==> src/rtl/wb_pkg.sv <==
// Shared layout definitions for the writeback/retire slice.
// A lane inside MEM_to_WB_bus is packed {lane_v, gr_we, dest[4:0], result, pc}
// with pc in the LSBs. A trace FIFO entry is packed {pc, we, dest[4:0], result}
// with result in the LSBs. Widths depend on XLEN, so they are exposed as
// constant functions rather than fixed localparams.
package wb_pkg;

    localparam int LANE_OFF_PC = 0;
    localparam int TR_OFF_RESULT = 0;

    function automatic int lane_w(input int xlen);
        return 2 * xlen + 7;
    endfunction

    function automatic int lane_off_result(input int xlen);
        return xlen;
    endfunction

    function automatic int lane_off_dest(input int xlen);
        return 2 * xlen;
    endfunction

    function automatic int lane_off_grwe(input int xlen);
        return 2 * xlen + 5;
    endfunction

    function automatic int lane_off_lanev(input int xlen);
        return 2 * xlen + 6;
    endfunction

    // Trace entry: result + dest + we + pc = 2*XLEN + 6 bits.
    function automatic int trace_w(input int xlen);
        return 2 * xlen + 6;
    endfunction

    function automatic int tr_off_dest(input int xlen);
        return xlen;
    endfunction

    function automatic int tr_off_we(input int xlen);
        return xlen + 5;
    endfunction

    function automatic int tr_off_pc(input int xlen);
        return xlen + 6;
    endfunction

endpackage

==> src/rtl/wb_retire_stage_if.sv <==
// MEM -> WB handshake bundle.
//   MEM_to_WB_valid : MEM bundle valid (master -> slave)
//   MEM_to_WB_bus   : LANES packed lanes, lane 0 in the LSBs (master -> slave)
//   WB_flush        : drop the bundle held in WB (master -> slave)
//   WB_allow        : WB accepts a bundle this cycle (slave -> master)
interface wb_retire_stage_if #(
    parameter int LANES = 2,
    parameter int XLEN  = 32
);
    import wb_pkg::*;

    logic                             MEM_to_WB_valid;
    logic [LANES*lane_w(XLEN)-1:0]    MEM_to_WB_bus;
    logic                             WB_flush;
    logic                             WB_allow;

    modport master (
        output MEM_to_WB_valid,
        output MEM_to_WB_bus,
        output WB_flush,
        input  WB_allow
    );

    modport slave (
        input  MEM_to_WB_valid,
        input  MEM_to_WB_bus,
        input  WB_flush,
        output WB_allow
    );

endinterface

==> src/rtl/wb_trace_fifo.sv <==
// Debug trace FIFO: up to LANES pushes per cycle, one pop per cycle.
//   clk, resetn : clock, async active-low reset (pointers and count only)
//   push_v      : per-lane push strobe; valid lanes are packed in lane order
//   push_data   : per-lane entry
//   pop         : remove head (caller guarantees count != 0)
//   head        : entry at the read pointer
//   count       : number of stored entries
// The caller guarantees free space >= number of pushes; no overflow check here.
module wb_trace_fifo #(
    parameter int LANES = 2,
    parameter int DEPTH = 4,
    parameter int W     = 70
) (
    input  logic                           clk,
    input  logic                           resetn,
    input  logic [LANES-1:0]               push_v,
    input  logic [LANES-1:0][W-1:0]        push_data,
    input  logic                           pop,
    output logic [W-1:0]                   head,
    output logic [$clog2(DEPTH+1)-1:0]     count
);
    localparam int AW = (DEPTH > 1) ? $clog2(DEPTH) : 1;
    localparam int CW = $clog2(DEPTH + 1);
    localparam logic [AW-1:0] PMASK = AW'(DEPTH - 1);

    logic [W-1:0]              mem [DEPTH];
    logic [AW-1:0]             wptr, rptr;
    logic [LANES-1:0][AW-1:0]  slot;
    logic [CW-1:0]             npush;

    // Valid lanes are compacted: each one lands after the valid lanes below it,
    // so a bundle with only lane 1 valid still writes at wptr.
    always_comb begin
        npush = '0;
        for (int i = 0; i < LANES; i++) begin
            slot[i] = (wptr + AW'(npush)) & PMASK;
            npush   = npush + CW'(push_v[i]);
        end
    end

    // Storage is intentionally not reset.
    always_ff @(posedge clk) begin
        for (int i = 0; i < LANES; i++) begin
            if (push_v[i]) mem[slot[i]] <= push_data[i];
        end
    end

    always_ff @(posedge clk or negedge resetn) begin
        if (!resetn) begin
            wptr  <= '0;
            rptr  <= '0;
            count <= '0;
        end else begin
            wptr  <= (wptr + AW'(npush)) & PMASK;
            if (pop) rptr <= (rptr + AW'(1)) & PMASK;
            count <= count + npush - CW'(pop);
        end
    end

    assign head = mem[rptr];

endmodule

==> src/rtl/wb_retire_stage.sv <==
// Writeback / retire stage: holds one MEM bundle of up to LANES instructions,
// writes the register file when it fires and records every retired lane in a
// debug trace FIFO.
//   clk, resetn        : clock, async active-low reset
//   mem_wb             : MEM -> WB handshake (valid, bus, flush, allow)
//   rf_we/waddr/wdata  : per-lane register-file write port
//   WB_to_ID_forward   : per-lane {gr_we, dest (0 when not valid), result}
//   debug_wb_*         : trace FIFO head with valid/ready handshake
// A bundle fires only when the trace FIFO can take all its valid lanes, so
// a stalled trace consumer back-pressures the pipeline.
module wb_retire_stage
    import wb_pkg::*;
#(
    parameter int LANES       = 2,
    parameter int XLEN        = 32,
    parameter int TRACE_DEPTH = 4
) (
    input  logic                      clk,
    input  logic                      resetn,
    wb_retire_stage_if.slave          mem_wb,
    output logic [LANES-1:0]          rf_we,
    output logic [LANES*5-1:0]        rf_waddr,
    output logic [LANES*XLEN-1:0]     rf_wdata,
    output logic [LANES*(6+XLEN)-1:0] WB_to_ID_forward,
    output logic                      debug_wb_valid,
    input  logic                      debug_wb_ready,
    output logic [XLEN-1:0]           debug_wb_pc,
    output logic [3:0]                debug_wb_rf_we,
    output logic [4:0]                debug_wb_rf_wnum,
    output logic [XLEN-1:0]           debug_wb_rf_wdata
);
    localparam int LW = lane_w(XLEN);
    localparam int TW = trace_w(XLEN);
    localparam int CW = $clog2(TRACE_DEPTH + 1);

    logic                         wb_valid;
    logic [LANES*LW-1:0]          bundle;
    logic [LANES-1:0]             lane_v, gr_we, wr_ok;
    logic [LANES-1:0][4:0]        dest;
    logic [LANES-1:0][XLEN-1:0]   result, pc;
    logic [LANES-1:0]             push_v;
    logic [LANES-1:0][TW-1:0]     push_data;
    logic [TW-1:0]                head;
    logic [CW-1:0]                fifo_count, nv, free_slots;
    logic                         ready_go, fire, accept, pop;

    // ---- bundle field decode --------------------------------------------
    for (genvar g = 0; g < LANES; g++) begin : g_lane
        localparam int B = g * LW;
        assign pc[g]     = bundle[B + LANE_OFF_PC +: XLEN];
        assign result[g] = bundle[B + lane_off_result(XLEN) +: XLEN];
        assign dest[g]   = bundle[B + lane_off_dest(XLEN) +: 5];
        assign gr_we[g]  = bundle[B + lane_off_grwe(XLEN)];
        assign lane_v[g] = bundle[B + lane_off_lanev(XLEN)];

        assign rf_waddr[g*5 +: 5]       = dest[g];
        assign rf_wdata[g*XLEN +: XLEN] = result[g];

        // Forwarding stays live while the bundle is stalled in WB.
        assign WB_to_ID_forward[g*(6+XLEN) +: 6+XLEN] =
            {gr_we[g], (wb_valid && lane_v[g]) ? dest[g] : 5'd0, result[g]};

        assign push_v[g]    = fire && lane_v[g];
        assign push_data[g] = {pc[g], gr_we[g] && (dest[g] != 5'd0), dest[g], result[g]};
    end

    // ---- handshake --------------------------------------------------------
    always_comb begin
        nv = '0;
        for (int i = 0; i < LANES; i++) nv = nv + CW'(lane_v[i]);
    end

    // Space is judged on the count before this cycle's pop.
    assign free_slots      = CW'(TRACE_DEPTH) - fifo_count;
    assign ready_go        = free_slots >= nv;
    assign mem_wb.WB_allow = !wb_valid || (ready_go && !mem_wb.WB_flush);
    assign fire            = wb_valid && ready_go && !mem_wb.WB_flush;
    assign accept          = mem_wb.MEM_to_WB_valid && mem_wb.WB_allow;

    always_ff @(posedge clk or negedge resetn) begin
        if (!resetn)                      wb_valid <= 1'b0;
        else if (accept)                  wb_valid <= 1'b1;
        else if (fire || mem_wb.WB_flush) wb_valid <= 1'b0;
    end

    // Payload register is intentionally not reset; wb_valid qualifies it.
    always_ff @(posedge clk) begin
        if (accept) bundle <= mem_wb.MEM_to_WB_bus;
    end

    // ---- register-file write enables --------------------------------------
    // An older lane is suppressed when any younger lane writes the same
    // register, so the youngest result is the one that lands.
    always_comb begin
        for (int i = 0; i < LANES; i++)
            wr_ok[i] = lane_v[i] && gr_we[i] && (dest[i] != 5'd0);
        for (int i = 0; i < LANES; i++) begin
            rf_we[i] = fire && wr_ok[i];
            for (int j = i + 1; j < LANES; j++) begin
                if (wr_ok[j] && (dest[j] == dest[i])) rf_we[i] = 1'b0;
            end
        end
    end

    // ---- debug trace --------------------------------------------------------
    wb_trace_fifo #(
        .LANES (LANES),
        .DEPTH (TRACE_DEPTH),
        .W     (TW)
    ) u_trace_fifo (
        .clk       (clk),
        .resetn    (resetn),
        .push_v    (push_v),
        .push_data (push_data),
        .pop       (pop),
        .head      (head),
        .count     (fifo_count)
    );

    assign debug_wb_valid = fifo_count != '0;
    assign pop            = debug_wb_valid && debug_wb_ready;

    // Head fields are forced to zero while empty so stale storage never leaks.
    always_comb begin
        debug_wb_pc       = '0;
        debug_wb_rf_we    = '0;
        debug_wb_rf_wnum  = '0;
        debug_wb_rf_wdata = '0;
        if (debug_wb_valid) begin
            debug_wb_pc       = head[tr_off_pc(XLEN) +: XLEN];
            debug_wb_rf_we    = {4{head[tr_off_we(XLEN)]}};
            debug_wb_rf_wnum  = head[tr_off_dest(XLEN) +: 5];
            debug_wb_rf_wdata = head[TR_OFF_RESULT +: XLEN];
        end
    end

endmodule

==> src/flat_wrapper.sv <==
// flat-port wrapper written by rule: the top's interface ports become plain ports
module wb_retire_stage_flat import wb_pkg::*;
#(
    parameter int LANES       = 2,
    parameter int XLEN        = 32,
    parameter int TRACE_DEPTH = 4
)
  (clk, resetn, rf_we, rf_waddr, rf_wdata, WB_to_ID_forward, debug_wb_valid, debug_wb_ready, debug_wb_pc, debug_wb_rf_we, debug_wb_rf_wnum, debug_wb_rf_wdata, mem_wb_MEM_to_WB_valid, mem_wb_MEM_to_WB_bus, mem_wb_WB_flush, mem_wb_WB_allow);
  wb_retire_stage_if #(.LANES(LANES), .XLEN(XLEN)) mem_wb_i ();
  input  logic clk;
  input  logic resetn;
  output logic [LANES-1:0] rf_we;
  output logic [LANES*5-1:0] rf_waddr;
  output logic [LANES*XLEN-1:0] rf_wdata;
  output logic [LANES*(6+XLEN)-1:0] WB_to_ID_forward;
  output logic debug_wb_valid;
  input  logic debug_wb_ready;
  output logic [XLEN-1:0] debug_wb_pc;
  output logic [3:0] debug_wb_rf_we;
  output logic [4:0] debug_wb_rf_wnum;
  output logic [XLEN-1:0] debug_wb_rf_wdata;
  input wire logic [$bits(mem_wb_i.MEM_to_WB_valid)-1:0] mem_wb_MEM_to_WB_valid;
  input wire logic [$bits(mem_wb_i.MEM_to_WB_bus)-1:0] mem_wb_MEM_to_WB_bus;
  input wire logic [$bits(mem_wb_i.WB_flush)-1:0] mem_wb_WB_flush;
  output wire logic [$bits(mem_wb_i.WB_allow)-1:0] mem_wb_WB_allow;
  assign mem_wb_i.MEM_to_WB_valid = mem_wb_MEM_to_WB_valid;
  assign mem_wb_i.MEM_to_WB_bus = mem_wb_MEM_to_WB_bus;
  assign mem_wb_i.WB_flush = mem_wb_WB_flush;
  assign mem_wb_WB_allow = mem_wb_i.WB_allow;
  wb_retire_stage #(.LANES(LANES), .XLEN(XLEN), .TRACE_DEPTH(TRACE_DEPTH)) u_core (.clk(clk), .resetn(resetn), .mem_wb(mem_wb_i), .rf_we(rf_we), .rf_waddr(rf_waddr), .rf_wdata(rf_wdata), .WB_to_ID_forward(WB_to_ID_forward), .debug_wb_valid(debug_wb_valid), .debug_wb_ready(debug_wb_ready), .debug_wb_pc(debug_wb_pc), .debug_wb_rf_we(debug_wb_rf_we), .debug_wb_rf_wnum(debug_wb_rf_wnum), .debug_wb_rf_wdata(debug_wb_rf_wdata));
endmodule
==> config.mk <==
export PLATFORM = sky130hd
export DESIGN_NAME = wb_retire_stage_flat
export DESIGN_NICKNAME = d
export VERILOG_FILES = /design/src/rtl/wb_pkg.sv /design/src/rtl/wb_retire_stage_if.sv /design/src/rtl/wb_trace_fifo.sv /design/src/rtl/wb_retire_stage.sv /design/src/flat_wrapper.sv
export SDC_FILE = /design/constraint.sdc
export NUM_CORES = 1
export LEC_CHECK = 0
export CAP_MARGIN = 5
export CELL_PAD_IN_SITES_DETAIL_PLACEMENT = 0
export CELL_PAD_IN_SITES_GLOBAL_PLACEMENT = 1
export CORE_MARGIN = 1
export CORE_UTILIZATION = 40
export CTS_BUF_LIST = sky130_fd_sc_hd__clkbuf_8
export DETAILED_ROUTE_END_ITERATION = 10
export PLACE_DENSITY = 0.73
export REMOVE_ABC_BUFFERS = 1
export SYNTH_ARGS = -nofsm -noshare
export SYNTH_HDL_FRONTEND = slang
export SYNTH_SLANG_ARGS = --single-unit
==> constraint.sdc <==
create_clock -name clk -period 8.1 [get_ports clk]
set_clock_uncertainty 0.05 [all_clocks]
set_input_delay 1.62 -clock clk [delete_from_list [all_inputs] [get_ports clk]]
set_output_delay 1.62 -clock clk [all_outputs]
set_load 0.01 [all_outputs]
==> summary.txt, run 1 <==
Status
  – Outcome: complete, no violations

Floorplan
  – Die Area: 0.0508 mm^2
  – Initial core utilization: 40.6%
  – Row Count: 81
  – Die X: 225 um
  – Die Y: 225 um
  – Number of top-level pins: 374
  – Core area: 0.0492 mm^2

Clocking
  – Worst-path clk slew: 0.06 ns
  – Root Driver: clkbuf_8
  – CTS tree: built
  – Clock latency on the worst-skew pair: 0.63 ns
  – Cts hold-fix bufs: 0
  – Maximum root-to-sink buffer count: 3
  – Clock sinks: 430
  – CTS buffer count: 77
  – H-tree Lvls: 3
  – # Post-CTS Setup Buffers: 0
  – Gates resized, CTS repair: 0

Power
  – Switching power: 2530 uW
  – Pwr dens: 323 mW/mm^2
  – Peak supply drop: 153 uV
  – Tot Pwr: 8010 uW
  – Sw frac: 31.5%
  – Share of power burned in registers: 41.8%
  – Internal power: 5490 uW
  – Comb pwr share: 35.5%
  – Static Leak: 0.00845 uW
  – Clock Power Share: 22.8%

Worst setup path
  – Crit path kind: input pin to output pin
  – Top delay family on crit path: buffers and inverters
  – Crit. End Element: output pin
  – CP Cell Sequence: clkdlybuf4s50_1 -> nor2b_1 -> a22o_1 -> nand3_1 -> nor3_1 -> clkdlybuf4s50_1
  – Crit path max fanout: 6
  – Required @ worst endpoint: 6.43 ns
  – Crit-path most repeated cell: clkdlybuf4s50_1
  – CP Buf/Inv Count: 2
  – Slowest CP cell: clkdlybuf4s50_1
  – Critical Path AT: 3.87 ns
  – CP startpoint kind: input pin
  – CP peak stage delay: 0.61 ns

Detailed routing
  – DR WL/cell: 22.6 um
  – Post-route ant nets: 0
  – DRC: 0
  – WL final: 48000 um
  – DR vias/cell: 5.07
  – TritonRoute pass-1 iters: 4
  – Iter 0 DRT Violations: 576
  – Vias post-DR: 10800

Synthesis
  – Post-synth EDFFs: 422
  – Seq/Total Area, Yosys: 64.4%
  – Post-Syn Instances: 1130
  – Async S/R FF share, synth: 1.86%
  – Post-synthesis cell area: 0.0200 mm^2
  – Synth warnings: 0
  – Unique cell type count in the Yosys netlist: 33
  – Top FF cell, synth: edfxtp_1
  – Yosys reg bits: 430
  – Mean Syn Cell Area: 17.7 um^2

Placed design
  – GPL Wtd Cong: 0.738
  – Detail Placement HPWL: 29200 um
  – Placed Area: 0.0234 mm^2
  – PortBufs: 373

Global route
  – Global-route wire length before repair: 71800 um
  – Largest net degree at the start of global routing: 63
  – Initial antenna violation count: 4
  – Grt ovf: 0
  – GRT Util Overall: 19.1%
  – Vias in the first global route: 11700

STA
  – WHS: 0.469 ns
  – Rel. slew slack: 26.1%
  – Max frequency: 180 MHz
  – Fin crit share: 68.4%
  – Worst slew pin tran: 1.11 ns
  – Post-layout min period: 5.54 ns
  – Setup-failing EPs final: 0
  – RSZ-0062 raised after global routing: no
  – Slew Limit Fails: 0
  – Fin. Hold Viols: 0

Hold path
  – Worst Hold Class: register to register

Cells and area
  – Post-layout util: 50.5%
  – Share of cells above drive strength 1: 25.9%
  – Final nets: 1557
  – Area of the multi-input gates: 0.00580 mm^2
  – P&R area growth vs syn: 24.1%
  – Fillers: 4091
  – Fin area: 0.0248 mm^2
  – FF+latch area: 0.0129 mm^2

Job
  – Max-cap violations: 0
cell usage after synthesis (3+ instances only):
library cell,instances,area [um^2]
mux2i_1,4,40.0
nor3_1,3,15.0
and3_1,10,62.6
edfxtp_1,422,12700
nand2_1,3,11.3
and2_1,72,450
mux2_2,192,2160
ha_1,11,138
o21ai_0,3,15.0
buf_4,151,1130
xnor2_1,11,96.3
a21oi_1,3,15.0
dfrtp_1,8,200
clkbuf_1,15,56.3
buf_2,30,150
inv_1,13,48.8
mux2_1,84,946
mux4_2,70,1580
sequential cells by signal, indices dropped and copies added, names as in the netlist:
register / flops
u_core.u_trace_fifo.rptr: 2
u_core.u_trace_fifo.wptr: 2
u_core.wb_valid: 1
u_core.u_trace_fifo.count: 3
u_core.u_trace_fifo.mem: 280
u_core.bundle: 142
final timing paths:
kind | from | end | slack [ns] | depth (start not counted)
worst max-delay path | mem_wb_WB_flush | rf_we[0] | 2.56 | 6
max in group asynchronous | resetn | u_core.u_trace_fifo.rptr[0]$_DFFE_PN0P_ | 6.39 | 1
worst min-delay path | u_core.u_trace_fifo.count[0]$_DFF_PN0_ | u_core.u_trace_fifo.count[0]$_DFF_PN0_ | 0.47 | 1
min in group asynchronous | resetn | u_core.u_trace_fifo.count[0]$_DFF_PN0_ | 1.25 | 1
worst max register to register | u_core.bundle[141]$_DFFE_PP_ | u_core.u_trace_fifo.mem[0][11]$_DFFE_PP_ | 3.21 | 12
worst min register to register | u_core.u_trace_fifo.count[0]$_DFF_PN0_ | u_core.u_trace_fifo.count[0]$_DFF_PN0_ | 0.47 | 1
layout make-up:
| cell class | instances | share of cell area, % |
|---|---|---|
| clock inverter | 60 | 1.13 |
| timing repair buffer | 386 | 15.7 |
| tap | 664 | 3.35 |
| multi-input combinational | 490 | 23.4 |
| inverter | 13 | 0.197 |
| sequential | 430 | 51.9 |
| clock buffer | 78 | 4.33 |
| antenna | 2 | 0.0202 |
layer usage:
layer	vias to the layer above	wire length, um	GRT usage (%)
met4	6	979	5.13
met1	5550	20600	25.1
met3	84	3120	5.12
met2	345	23200	31.2
met5	-	41	0
li1	4779	-	-
cells in the final DEF, fill, tap and decap left out, types with 3 or more instances in the layout:
| cell | synthesis | final |
|---|---|---|
| buf_12 | 0 | 4 |
| clkinv_1 | 0 | 20 |
| dfrtp_1 | 8 | 6 |
| nand2_1 | 3 | 3 |
| inv_1 | 13 | 41 |
| mux2_1 | 84 | 84 |
| and2_1 | 72 | 71 |
| edfxtp_1 | 422 | 422 |
| mux2i_1 | 4 | 4 |
| buf_4 | 151 | 9 |
| ha_1 | 11 | 11 |
| clkbuf_8 | 0 | 78 |
| nor3_1 | 3 | 3 |
| mux4_2 | 70 | 70 |
| clkdlybuf4s50_1 | 0 | 373 |
| mux2_2 | 192 | 192 |
| a21oi_1 | 3 | 3 |
| xnor2_1 | 11 | 11 |
| clkinv_2 | 0 | 6 |
| and3_1 | 10 | 10 |
logic make-up after synthesis:
family          count (synthesis)  share of synthesized area, %
xor+xnor                       13                         0.570
flops                         430                          64.4
compound gates                 11                         0.319
buf+inv                       210                          6.97
mux                           350                          23.6
fa+ha+maj                      12                         0.789
simple gates                  104                          3.28
power groups by stage:
stage	logic (uW)	clock network (uW)	registers, uW
2_1_floorplan	1460	0	3430
3_3_place_gp	2870	0	3390
3_5_place_dp	2890	0	3400
4_1_cts	2910	1890	3360
5_1_grt	3050	1980	3410
6_report	2840	1830	3350
through the flow:
stage | setup slack, ns | cells | setup TNS [ns]
2_1_floorplan | -0.175 | 933 | -12.23
3_3_place_gp | 2.24 | 1983 | 0
3_5_place_dp | 2.21 | 1983 | 0
4_1_cts | 2.50 | 2121 | 0
5_1_grt | 2.37 | 2122 | 0
6_report | 2.56 | 2123 | 0
(Power assumes the default switching activity.)
==> inputs of run 2 (changes only) <==
clock period = 5.3 ns   (was 8.1 ns; I/O delays follow)
==> run 2 against run 1 <==
Flip-flop and latch count unchanged; critical path depth increased by 2; die area unchanged; sequential share of layout area decreased by 0.45 points; worst setup slack got worse by 1.9 ns; via count increased by 0.10%; utilization increased by 0.44 points; largest cell class unchanged.
==> summary.txt, run 2 (synthesis gave the netlist of run 1 again) <==
STA
  – Worst slew pin tran: 1.13 ns (was 1.11 ns)
  – Post-layout min period: 4.63 ns
  – Slew Limit Fails: 0 (unchanged)
  – Rel. slew slack: 24.5% (was 26.1%)
  – Setup-failing EPs final: 0 (unchanged)
  – Fin. Hold Viols: 0 (unchanged)
  – Fin crit share: 87.3%
  – Final setup margin: 0.674 ns (was 2.56 ns)
  – Max frequency: 216 MHz
  – RSZ-0062 raised after global routing: no (unchanged)

Worst setup path
  – Slowest CP cell: clkdlybuf4s50_1 (unchanged)
  – CP startpoint kind: register (was input pin)
  – Critical Path AT: 3.52 ns (was 3.87 ns)
  – Crit-path most repeated cell: ha_1 (was clkdlybuf4s50_1)
  – Required @ worst endpoint: 4.19 ns (was 6.43 ns)
  – CP Cell Sequence: ha_1 -> ha_1 -> nand2b_1 -> a22o_1 -> nand3_1 -> buf_4 -> nor3_1 -> clkdlybuf4s50_1 (was clkdlybuf4s50_1 -> nor2b_1 -> a22o_1 -> nand3_1 -> nor3_1 -> clkdlybuf4s50_1)
  – Reg2Reg Depth: 11 (was 12)
  – Crit path max fanout: 9 (was 6)
  – CP peak stage delay: 0.62 ns (was 0.61 ns)
  – Crit path kind: register to output pin (was input pin to output pin)
  – Worst R2R End: u_core.u_trace_fifo.mem[1][38]$_DFFE_PP_ (was u_core.u_trace_fifo.mem[0][11]$_DFFE_PP_)
  – Crit. End Element: output pin (unchanged)
  – Reg-to-reg startpoint: u_core.bundle[141]$_DFFE_PP_ (unchanged)
  – R2r setup slk: 1.11 ns (was 3.21 ns)

Detailed routing
  – Post-route ant nets: 0 (unchanged)
  – DR WL/cell: 22.4 um (was 22.6 um)
  – TritonRoute pass-1 iters: 5 (was 4)
  – Vias post-DR: 10800 (about the same)
  – DR vias/cell: 5.05 (was 5.07)
  – WL final: 47700 um (was 48000 um)
  – Iter 0 DRT Violations: 616 (was 576)
  – DRC: 0 (unchanged)

Global route
  – Initial antenna violation count: 5 (was 4)
  – Grt ovf: 0 (unchanged)
  – Largest net degree at the start of global routing: 97 (was 63)
  – Vias in the first global route: 11700 (about the same)
  – GRT Util Overall: 19.0% (was 19.1%)
  – Global-route wire length before repair: 71700 um (was 71800 um)

Clocking
  – Root Driver: clkbuf_8 (unchanged)
  – CTS tree: built (unchanged)
  – Gates resized, CTS repair: 0 (unchanged)
  – Clock latency on the worst-skew pair: 0.64 ns (was 0.63 ns)
  – Worst-path clk slew: 0.06 ns (about the same)
  – Maximum root-to-sink buffer count: 3 (unchanged)
  – Cts hold-fix bufs: 0 (unchanged)
  – Clock sinks: 430 (unchanged)
  – # Post-CTS Setup Buffers: 0 (unchanged)
  – CTS buffer count: 75 (was 77)
  – H-tree Lvls: 3 (unchanged)

Status
  – Outcome: complete, no violations (unchanged)

Cells and area
  – Max reg flops: 280 (unchanged)
  – Area of the multi-input gates: 0.00580 mm^2 (unchanged)
  – FF+latch area: 0.0129 mm^2 (unchanged)
  – Post-layout util: 50.9% (was 50.5%)
  – Share of cells above drive strength 1: 26.8% (was 25.9%)
  – Most frequent cells in the layout: 422 x edfxtp_1, 373 x clkdlybuf4s50_1, 192 x mux2_2, 84 x mux2_1, 77 x clkbuf_8 (was 422 x edfxtp_1, 373 x clkdlybuf4s50_1, 192 x mux2_2, 84 x mux2_1, 78 x clkbuf_8)
  – Final nets: 1571 (was 1557)
  – P&R area growth vs syn: 25.2% (was 24.1%)
  – Commonest non-fill, non-tap cell in the layout: edfxtp_1 (unchanged)
  – Fillers: 4109 (was 4091)

Hold path
  – Worst Hold Class: register to register (unchanged)
  – Worst hold endpoint: u_core.u_trace_fifo.count[0]$_DFF_PN0_ (unchanged)
  – Hold_sp: u_core.u_trace_fifo.count[0]$_DFF_PN0_ (unchanged)
  – WHS Path Cells: 1 (unchanged)

Placed design
  – PortBufs: 373 (unchanged)
  – Detail Placement HPWL: 30200 um (was 29200 um)
  – Placement Setup Slack: 0.705 ns (was 2.21 ns)
  – GPL Wtd Cong: 0.734 (was 0.738)

Floorplan
  – Row Count: 81 (unchanged)
  – Initial core utilization: 40.6% (unchanged)
  – Number of top-level pins: 374 (unchanged)
  – Die Y: 225 um (unchanged)
  – Die Area: 0.0508 mm^2 (unchanged)
  – Die X: 225 um (unchanged)
  – Core area: 0.0492 mm^2 (unchanged)

Job
  – Max-cap violations: 0 (unchanged)

Power
  – Peak supply drop: 335 uV (was 153 uV)
  – Pwr dens: 489 mW/mm^2 (was 323 mW/mm^2)
  – Static Leak: 0.00854 uW (was 0.00845 uW)
-- run 2: changes by cell type in the layout (fill, tap and decap cells not counted) --
cell        change
buf_12         +12
buf_4           +4
clkinv_1        -3
inv_1           -3
clkinvlp_4      +2
bufinv_16       -1
clkbuf_8        -1
inv_6           +1
inv_8           -1
-- run 2: worst max-delay path by stage --
stage | startpoint | to | slack, ns | cells after the start
2_1_floorplan | mem_wb_WB_flush | u_core.u_trace_fifo.mem[3][0]$_DFFE_PP_ | -2.41 | 8
3_3_place_gp | mem_wb_WB_flush | u_core.u_trace_fifo.mem[1][27]$_DFFE_PP_ | 0.77 | 10
3_5_place_dp | mem_wb_WB_flush | u_core.u_trace_fifo.mem[1][25]$_DFFE_PP_ | 0.70 | 10
4_1_cts | u_core.bundle[141]$_DFFE_PP_ | rf_we[0] | 0.61 | 8
5_1_grt | u_core.bundle[141]$_DFFE_PP_ | rf_we[0] | 0.52 | 8
6_report | u_core.bundle[141]$_DFFE_PP_ | rf_we[0] | 0.67 | 8
-- run 2: metal layers --
metal	track usage (%)	up-vias	share of wire, %
met5	0	-	0.059
met4	5.86	4	2.1
met3	5.08	84	6.7
met2	30.9	355	48
met1	24.9	5530	43
li1	-	4802	-
-- run 2: area by class of cell --
type,instances,share of cell area (%)
Sequential cell,430,51.5
Tap cell,664,3.32
Clock buffer,77,4.24
Timing Repair Buffer,402,16.6
Inverter,13,0.195
Antenna cell,2,0.0200
Multi-Input combinational cell,490,23.2
Clock inverter,55,0.955
-- run 2: worst max-delay path: cells and delay by family, from the launching register on --
kind / cells / cell delay, ns
fa+ha+maj: 2 / 0.60
simple gates: 3 / 0.51
compound gates: 1 / 0.41
flops: 1 / 0.54
buf+inv: 2 / 0.82
-- run 2: report_power, final --
part           internal, uW  switching (uW)
Clock                  1350            1340
Sequential             4590             517
Combinational          2470            1980
-- run 2: per-stage QoR --
step | instance area (um^2) | power [uW] | cells | setup TNS (ns) | hold slack, ns
5_1_grt | 25000 | 12900 | 2131 | 0 | 0.495
4_1_cts | 25000 | 12400 | 2131 | 0 | 0.463
6_report | 25000 | 12200 | 2133 | 0 | 0.457
3_3_place_gp | 23700 | 9650 | 1999 | 0 | 0.444
3_5_place_dp | 23700 | 9710 | 1999 | 0 | 0.450
2_1_floorplan | 18600 | 7480 | 933 | -613.00 | 0.428
==> inputs of run 3 (changes only) <==
CAP_MARGIN = default   (was 5)
CELL_PAD_IN_SITES_DETAIL_PLACEMENT = 1   (was 0)
CTS_BUF_LIST = sky130_fd_sc_hd__clkbuf_8 sky130_fd_sc_hd__clkbuf_16   (was sky130_fd_sc_hd__clkbuf_8)
==> run 3 against run 2 <==
Highest routed layer unchanged; first-iteration DRC count shrank 5.8%; clock power is 21% higher; die area is the same; non-clock buffer count stayed put; cell area rose by 0.94%; combinational power is 2% higher; critical path depth did not move; routed wire length increased by 6.7%; clock-buffer cell count shrank 25; utilization up 0.48 points; sequential power barely moved.
==> summary.txt, run 3 (synthesis gave the netlist of run 1 again) <==
Floorplan
  – Initial core utilization: 40.6% (unchanged)
  – Row Count: 81 (unchanged)
  – Die Area: 0.0508 mm^2 (unchanged)
  – Core area: 0.0492 mm^2 (unchanged)
  – Die X: 225 um (unchanged)
  – Die Y: 225 um (unchanged)
  – Number of top-level pins: 374 (unchanged)

Global route
  – Vias in the first global route: 11800 (was 11700)
  – GR peak layer: met2 (unchanged)
  – Grt ovf: 0 (unchanged)
  – GRT Util Overall: 20.1% (was 19.0%)
  – M1 GR Usage: 26.9% (was 24.9%)
  – Met2 usage: 33.7% (was 30.9%)
  – Largest net degree at the start of global routing: 97 (unchanged)
  – Global-route wire length before repair: 75400 um (was 71700 um)
  – M3 GR Usage: 3.83% (was 5.08%)
  – Initial antenna violation count: 4 (was 5)

Detailed routing
  – DR WL/cell: 24.4 um (was 22.4 um)
  – DRC: 0 (unchanged)
  – DR vias/cell: 5.11 (was 5.05)
  – WL final: 50900 um (was 47700 um)
  – TritonRoute pass-1 iters: 6 (was 5)
  – Post-route ant nets: 0 (unchanged)
  – Iter 0 DRT Violations: 580 (was 616)
  – Vias post-DR: 10700 (was 10800)

Worst setup path
  – Crit path kind: register to output pin (unchanged)
  – CP Cell Sequence: ha_1 -> ha_1 -> nand2b_1 -> a22o_1 -> nand3_1 -> buf_4 -> nor3_1 -> clkdlybuf4s50_1 (unchanged)
  – Critical Path AT: 3.48 ns (was 3.52 ns)
  – Slowest CP cell: clkdlybuf4s50_1 (unchanged)
  – CP peak stage delay: 0.61 ns (was 0.62 ns)
  – Crit-path most repeated cell: ha_1 (unchanged)
  – Crit. End Element: output pin (unchanged)
  – CP startpoint kind: register (unchanged)
  – Crit path max fanout: 8 (was 9)
  – Required @ worst endpoint: 4.19 ns (about the same)

STA
  – Setup-failing EPs final: 0 (unchanged)
  – Rel. slew slack: 21.6% (was 24.5%)
  – Worst slew pin tran: 1.17 ns (was 1.13 ns)
  – Setup TNS: 0 ns (unchanged)
  – Slew Limit Fails: 0 (unchanged)
  – Post-layout min period: 4.59 ns (was 4.63 ns)
  – Fin. Hold Viols: 0 (unchanged)
  – Fin crit share: 86.7% (was 87.3%)
  – Max frequency: 218 MHz (was 216 MHz)
  – RSZ-0062 raised after global routing: no (unchanged)

Clocking
  – H-tree Lvls: 2 (was 3)
  – Cts hold-fix bufs: 0 (unchanged)
  – Maximum root-to-sink buffer count: 3 (unchanged)
  – # Post-CTS Setup Buffers: 0 (unchanged)
  – Clock sinks: 430 (unchanged)
  – Gates resized, CTS repair: 0 (unchanged)
  – CTS tree: built (unchanged)
  – Clock latency on the worst-skew pair: 0.58 ns (was 0.64 ns)
  – Root Driver: clkbuf_16 (was clkbuf_8)
  – CTS buffer count: 48 (was 75)
  – Worst-path clk slew: 0.06 ns (about the same)

Hold path
  – Worst Hold Class: register to register (unchanged)

Cells and area
  – Commonest non-fill, non-tap cell in the layout: edfxtp_1 (unchanged)
  – Fin area: 0.0252 mm^2 (was 0.0250 mm^2)
  – Most frequent cells in the layout: 422 x edfxtp_1, 373 x clkdlybuf4s50_1, 192 x mux2_2, 84 x mux2_1, 71 x and2_1 (was 422 x edfxtp_1, 373 x clkdlybuf4s50_1, 192 x mux2_2, 84 x mux2_1, 77 x clkbuf_8)
  – Share of cells above drive strength 1: 26.1% (was 26.8%)
  – Max reg flops: 280 (unchanged)
  – Post-layout util: 51.4% (was 50.9%)
  – Final nets: 1544 (was 1571)
  – P&R area growth vs syn: 26.4% (was 25.2%)
  – Final Non-Filler Cells: 2090 (was 2133)

Power
  – Tot Pwr: 12900 uW (was 12200 uW)
  – Static Leak: 0.00858 uW (was 0.00854 uW)
  – Pwr dens: 511 mW/mm^2 (was 489 mW/mm^2)
  – Peak supply drop: 332 uV (was 335 uV)

Placed design
  – PortBufs: 373 (unchanged)
  – GPL Wtd Cong: 0.734 (unchanged)
  – Placed Area: 0.0237 mm^2 (unchanged)
  – Placed Cells: 1999 (unchanged)
  – Detail Placement HPWL: 32800 um (was 30200 um)

Status
  – Outcome: complete, no violations (unchanged)

Job
  – Max-cap violations: 0 (unchanged)
==> run 3: routing by layer <==
layer,wire length [um],share of wire (%),up-vias
met1,22400,44,5570
met3,2690,5.3,52
met2,25000,49,303
li1,-,-,4748
met4,837,1.6,4
met5,25,0.049,-
==> run 3: final timing paths <==
kind | startpoint | cells past startpoint | slack [ns] | end
worst max-delay path | u_core.bundle[70]$_DFFE_PP_ | 8 | 0.71 | rf_we[0]
worst min-delay path | u_core.u_trace_fifo.count[0]$_DFF_PN0_ | 1 | 0.46 | u_core.u_trace_fifo.count[0]$_DFF_PN0_
worst max register to register | u_core.bundle[70]$_DFFE_PP_ | 11 | 1.07 | u_core.u_trace_fifo.mem[1][21]$_DFFE_PP_
worst min register to register | u_core.u_trace_fifo.count[0]$_DFF_PN0_ | 1 | 0.46 | u_core.u_trace_fifo.count[0]$_DFF_PN0_
max in group asynchronous | resetn | 1 | 4.09 | u_core.u_trace_fifo.rptr[0]$_DFFE_PN0P_
min in group asynchronous | resetn | 1 | 0.76 | u_core.u_trace_fifo.count[0]$_DFF_PN0_
==> run 3: area by class of cell <==
type                    count  area, um^2
flip-flops and latches    430       12900
clock inverters            36         274
clock buffers              52        1260
well taps                 664         831
diodes                      3        7.51
inverters                  13        48.8
fillers                  4550       23900
multi-input cells         490        5800
repair buffers            402        4150
==> run 3: report_power, final <==
| part | switching, uW | internal [uW] | leakage [uW] |
|---|---|---|---|
| clock network | 1360 | 1890 | 0.000790 |
| logic | 2040 | 2470 | 0.00380 |
| registers | 541 | 4590 | 0.00399 |
| total | 3940 | 8950 | 0.00858 |
==> run 3: stage by stage <==
step | setup slack, ns | hold WS, ns
finish | 0.707 | 0.465
global route | 0.565 | 0.520
CTS | 0.652 | 0.474
detailed placement | 0.657 | 0.460
global placement | 0.769 | 0.444
floorplan | -2.41 | 0.428
==> run 3: worst max-delay path, delay by kind of cell (launching register included) <==
family	cells	cell delay, ns
compound gates	1	0.42
fa+ha+maj	2	0.62
buf+inv	2	0.82
flops	1	0.55
simple gates	3	0.50
